File: config.mk
export PLATFORM = sky130hd
export DESIGN_NAME = spi_slave_gen
export DESIGN_NICKNAME = d
export VERILOG_FILES = /design/src/rtl/spi_slave_gen.sv
export SDC_FILE = /design/constraint.sdc
export NUM_CORES = 1
export LEC_CHECK = 0
export ABC_AREA = 1
export CORE_ASPECT_RATIO = 1.75
export CORE_MARGIN = 4
export CORE_UTILIZATION = 55
export CTS_BUF_LIST = sky130_fd_sc_hd__clkbuf_16
export DETAILED_ROUTE_END_ITERATION = 16
export GPL_ROUTABILITY_DRIVEN = 0
export MAX_ROUTING_LAYER = met4
export PLACE_DENSITY_LB_ADDON = 0.08
export SETUP_SLACK_MARGIN = 0.3
export SYNTH_ARGS = -nofsm -noshare
export SYNTH_HDL_FRONTEND = slang
export SYNTH_SLANG_ARGS = --single-unit
File: constraint.sdc
create_clock -name clk -period 1.85 [get_ports clk]
set_input_delay 0.185 -clock clk [delete_from_list [all_inputs] [get_ports clk]]
set_output_delay 0.185 -clock clk [all_outputs]
set_load 0.05 [all_outputs]
File: src/rtl/spi_slave_gen.sv
// SPI slave: deserialises MOSI frames into {cmd, payload} words and serialises read data onto MISO.
// Optional short-frame / tx-timeout error pulse is built when SPI_SLV_FRAME_ERR_EN is defined.
module spi_slave_gen #(
   parameter int DATA_W      = 8,
   parameter bit MSB_FIRST   = 1'b1,
   parameter int TX_WAIT_MAX = 15
) (
   input  logic              clk,
   input  logic              rst_n,
   input  logic              SS_n,
   input  logic              MOSI,
   output logic              MISO,
   output logic [DATA_W+1:0] rx_data,
   output logic              rx_valid,
   input  logic [DATA_W-1:0] tx_data,
   input  logic              tx_valid,
   output logic              busy,
   output logic              frame_err
);

   localparam int CW = $clog2(DATA_W + 2);
   localparam int WW = $clog2(TX_WAIT_MAX + 1);
   localparam logic [CW-1:0] LAST  = CW'(DATA_W + 1);
   localparam logic [CW-1:0] TXL   = CW'(DATA_W - 1);
   localparam logic [WW-1:0] WLAST = WW'(TX_WAIT_MAX - 1);

   typedef enum logic [2:0] {IDLE, CHK_CMD, WRITE, READ_ADD, READ_DATA} state_t;
   typedef enum logic [1:0] {PH_RX, PH_WAIT, PH_SEND, PH_DONE} phase_t;

   state_t            state, state_nxt;
   phase_t            phase;
   logic [CW-1:0]     cnt;
   logic [WW-1:0]     wcnt;
   logic [1:0]        cmd_sh;
   logic [DATA_W-1:0] pay_sh, pay_nxt;
   logic [DATA_W-1:0] tx_sh, tx_nxt;
   logic              tx_bit;
   logic              rd_addr_seen;
   logic              in_rx, last_bit;

   always_ff @(posedge clk or negedge rst_n) begin
      if (!rst_n) state <= IDLE;
      else        state <= state_nxt;
   end

   always_comb begin
      state_nxt = state;
      if (SS_n) begin
         state_nxt = IDLE;
      end else begin
         case (state)
            IDLE:    state_nxt = CHK_CMD;
            CHK_CMD: begin
               if (!MOSI)             state_nxt = WRITE;
               else if (rd_addr_seen) state_nxt = READ_DATA;
               else                   state_nxt = READ_ADD;
            end
            default: state_nxt = state;
         endcase
      end
   end

   always_comb begin
      in_rx    = (state == WRITE || state == READ_ADD || state == READ_DATA) && (phase == PH_RX);
      last_bit = in_rx && (cnt == LAST);
      pay_nxt  = MSB_FIRST ? {pay_sh[DATA_W-2:0], MOSI} : {MOSI, pay_sh[DATA_W-1:1]};
      tx_nxt   = MSB_FIRST ? {tx_sh[DATA_W-2:0], 1'b0} : {1'b0, tx_sh[DATA_W-1:1]};
      tx_bit   = MSB_FIRST ? tx_sh[DATA_W-1] : tx_sh[0];
   end

   assign busy = (state != IDLE);

   // cmd bits always arrive first and MSB first; only the payload follows MSB_FIRST
   always_ff @(posedge clk or negedge rst_n) begin
      if (!rst_n) begin
         phase        <= PH_RX;
         cnt          <= '0;
         wcnt         <= '0;
         cmd_sh       <= '0;
         pay_sh       <= '0;
         tx_sh        <= '0;
         rx_data      <= '0;
         rx_valid     <= 1'b0;
         MISO         <= 1'b0;
         rd_addr_seen <= 1'b0;
      end else begin
         rx_valid <= 1'b0;
         MISO     <= 1'b0;
         if (SS_n || state == CHK_CMD) begin
            phase <= PH_RX;
            cnt   <= '0;
            wcnt  <= '0;
         end else if (in_rx) begin
            if (cnt < CW'(2)) cmd_sh <= {cmd_sh[0], MOSI};
            else              pay_sh <= pay_nxt;
            cnt <= cnt + CW'(1);
            if (last_bit) begin
               rx_data  <= {cmd_sh, pay_nxt};
               rx_valid <= 1'b1;
               cnt      <= '0;
               if (state == READ_DATA) begin
                  phase        <= PH_WAIT;
                  rd_addr_seen <= 1'b0;
               end else begin
                  phase <= PH_DONE;
                  if (state == READ_ADD) rd_addr_seen <= 1'b1;
               end
            end
         end else if (phase == PH_WAIT) begin
            if (tx_valid) begin
               tx_sh <= tx_data;
               phase <= PH_SEND;
               cnt   <= '0;
            end else if (wcnt == WLAST) begin
               phase <= PH_DONE;
            end else begin
               wcnt <= wcnt + WW'(1);
            end
         end else if (phase == PH_SEND) begin
            MISO  <= tx_bit;
            tx_sh <= tx_nxt;
            cnt   <= cnt + CW'(1);
            if (cnt == TXL) phase <= PH_DONE;
         end
      end
   end

`ifdef SPI_SLV_FRAME_ERR_EN
   // short frame: aborted with at least one, but not all, word bits shifted in
   logic err_set;
   assign err_set = SS_n ? (in_rx && cnt != '0)
                         : (phase == PH_WAIT && !tx_valid && wcnt == WLAST);

   always_ff @(posedge clk or negedge rst_n) begin
      if (!rst_n) frame_err <= 1'b0;
      else        frame_err <= err_set;
   end
`else
   assign frame_err = 1'b0;
`endif

endmodule

==> qor.txt <==
combinational share of power -> 37.0%
final wirelength -> 4180 um
# clock sinks -> 43
I/O Buffers -> 25
I/O pin count -> 27
Tmin final -> 1.51 ns
ant diodes -> 0
Worst R2R Setup Slack -> 0.34 ns
Post-synth EDFFs -> 0
Placement Rows -> 30
Worst-Margin Slew -> 0.532 ns
ys async rst share -> 100%
leakage -> 0.00132 uW
worst skew pair latency -> 0.28 ns
clk root buf -> clkbuf_16
Residual DRC -> 0
Die Y -> 92.2 um
Worst Hold Class -> reg2reg
Mapped Area -> 2230 um2
Post-Syn Area per Cell -> 8.69 um2
synthesis-to-layout area growth -> 20.5%
first-pass GRT wire length -> 7230 um
Vias -> 1728
worst r2r path cells -> 11
Int Power -> 2030 uW
Nets -> 307
post-synthesis sequential area ratio -> 48.3%
drt initial violations -> 40
final setup vio count -> 0
multiplexer area fraction after synthesis -> 0%
crit path kind -> reg2out
utilization after layout -> 68.7%
top cells by area, synth -> dfrtp_1 48%, nand2_1 11%, o21ai_2 6.7%
Max Freq -> 663 MHz
hold_sp -> rx_data[6]
Max transition margin -> 64.5%
Placement Cell Area -> 2490 um2
vias in the first global route -> 1703
Pwr Total -> 3290 uW
Synth Area in XOR/XNOR -> 1.57%
initial antenna violation count -> 0
final hold viol count -> 0
simple-gate share of the synthesized area -> 22.3%
commonest non-fill, non-tap cell in the layout -> nand2_1
commonest non-fill, non-tap cells in the layout -> 62 x nand2_1, 42 x dfrtp_1, 27 x inv_1, 21 x o21ai_0, 20 x nand3_1
DR WL/cell -> 12.4 um
share of power burned in registers -> 37.8%
CP Max Fanout -> 5
hpwl dp -> 3090 um
DRT Pass-1 Iters -> 4
core area -> 3900 um2
die area -> 5170 um2
total of max-cap violations -> 0
clock power share -> 25.2%
unrepaired setup endpoints after global routing -> true
total CTS buffers -> 5
Slew Limit Fails -> 0
crit path DAT -> 1.32 ns
ANT nets after route -> 0
Starting Density -> 57.0%
Max clock buf depth -> 2
Die Width -> 56.1 um
Cell Pwr Density -> 1230 nW/um2
Final Skew -> 0.00744 ns
outcome -> finished, final reports clean
Post-Syn Instances -> 256
Yosys top cell area share -> 48.3%
Crit. End Element -> output pin
Sw Ratio -> 38.2%
Fill cells -> 343
Critical path origin -> state[0]
main flop type after synthesis -> dfrtp_1
maximum vdd drop -> 0.906 mV
RR Endpoint -> cnt[1]
syn_nets -> 276
Worst setup SP type -> register
total gr overflow -> 0
synth unique cells -> 29
largest net degree at the start of global routing -> 44
main combinational cell family by area after synthesis -> simple AND/OR/NAND/NOR gates
clk slew on worst S/H paths -> 0.06 ns
Adder-Cell Fraction of Synth Area -> 3.93%
CTS tree -> yes
crit path capture -> busy
synth warn -> 0
htree depth -> 2
TNS Setup -> 0 ns
Finished Cell Area -> 2680 um2
post-synthesis compound-gate area fraction -> 14.4%
Tcrit/Tclk final -> 81.5%
Critical Path RT -> 1.66 ns
layout cells sized above 1 -> 20.1%
total track usage -> 18.0%
register bit total from synthesis -> 43
drt via density -> 5.14
RR Startpoint -> phase[1]
biggest area consumer among synthesized cells -> dfrtp_1
sw power -> 1260 uW
synth_stat cells, drive strengths merged, types with 2 or more instances:
library cell  count
a21oi             4
nor2             15
xnor2             2
dfrtp            43
clkbuf            2
o21ai            41
xor2              2
nor3              2
inv              37
nand3            21
o31ai             2
nand2            70
ha                7
buf               5
layout make-up:
class                   instances  area (um2)  area share (%)
flip-flops and latches         43        1080            40.2
multi-input cells             169         980            36.5
repair buffers                 31         275            10.3
inverters                      37         149            5.55
clock buffers                   5         125            4.67
well taps                      48        60.1            2.24
clock inverters                 3        15.0           0.560
what timing repair did:
item	4_1_cts	5_1_grt
setup buffers	0	2
gates resized for setup	15	16
hold endpoints to repair	43	0
hold buffers	1	0
cloned	0	0
pin swaps	0	3
endpoints found under the setup margin	26	31
state kept, by name, indices dropped and copies added, names as in the netlist:
| name | flops |
|---|---|
| MISO | 1 |
| pay_sh | 7 |
| rd_addr_seen | 1 |
| phase | 2 |
| rx_valid | 1 |
| tx_sh | 8 |
| wcnt | 4 |
| rx_data | 10 |
| cmd_sh | 2 |
| state | 3 |
| cnt | 4 |
worst min path at each step:
stage	end	slack, ns	depth (start not counted)
3_3_place_gp	pay_sh[4]	0.29	2
2_1_floorplan	MISO	-0.11	0
5_1_grt	pay_sh[1]	0.50	2
6_report	rx_data[6]	0.48	2
4_1_cts	rx_data[5]	0.48	2
3_5_place_dp	pay_sh[2]	0.29	2
worst max-delay path, stage by stage, from the launching register on:
cell,delay [ns]
dfrtp_1,0.43
nor2_2,0.20
inv_1,0.06
nor2_1,0.12
inv_1,0.05
buf_4,0.18
metal layers:
metal | routed length (um) | vias to the layer above | GRT usage, %
met2 | 2390 | 32 | 34.4
met4 | 91 | 0 | 7.33
met3 | 133 | 8 | 3.24
li1 | - | 871 | -
met5 | 0 | - | -
met1 | 1570 | 817 | 17.2
stage by stage:
stage / std cells / hold slack (ns) / worst slack (ns)
floorplan: 256 / -0.111 / 0.321
global placement: 325 / 0.292 / 0.231
detailed placement: 325 / 0.288 / 0.212
CTS: 334 / 0.478 / 0.260
global route: 336 / 0.505 / 0.241
finish: 336 / 0.476 / 0.342
cells by family after synthesis:
group           Yosys count
simple gates            108
compound gates           49
buf+inv                  44
flops                    43
fa+ha+maj                 7
xor+xnor                  4
other cells               1
power by group through the flow:
stage	Sequential (uW)	Combinational, uW	Clock (uW)
CTS	1240	1150	845
detailed placement	1250	1120	0
global placement	1250	1100	0
global route	1270	1380	892
finish	1240	1220	828
floorplan	1240	897	0
Power figures use the tool's default switching activity.
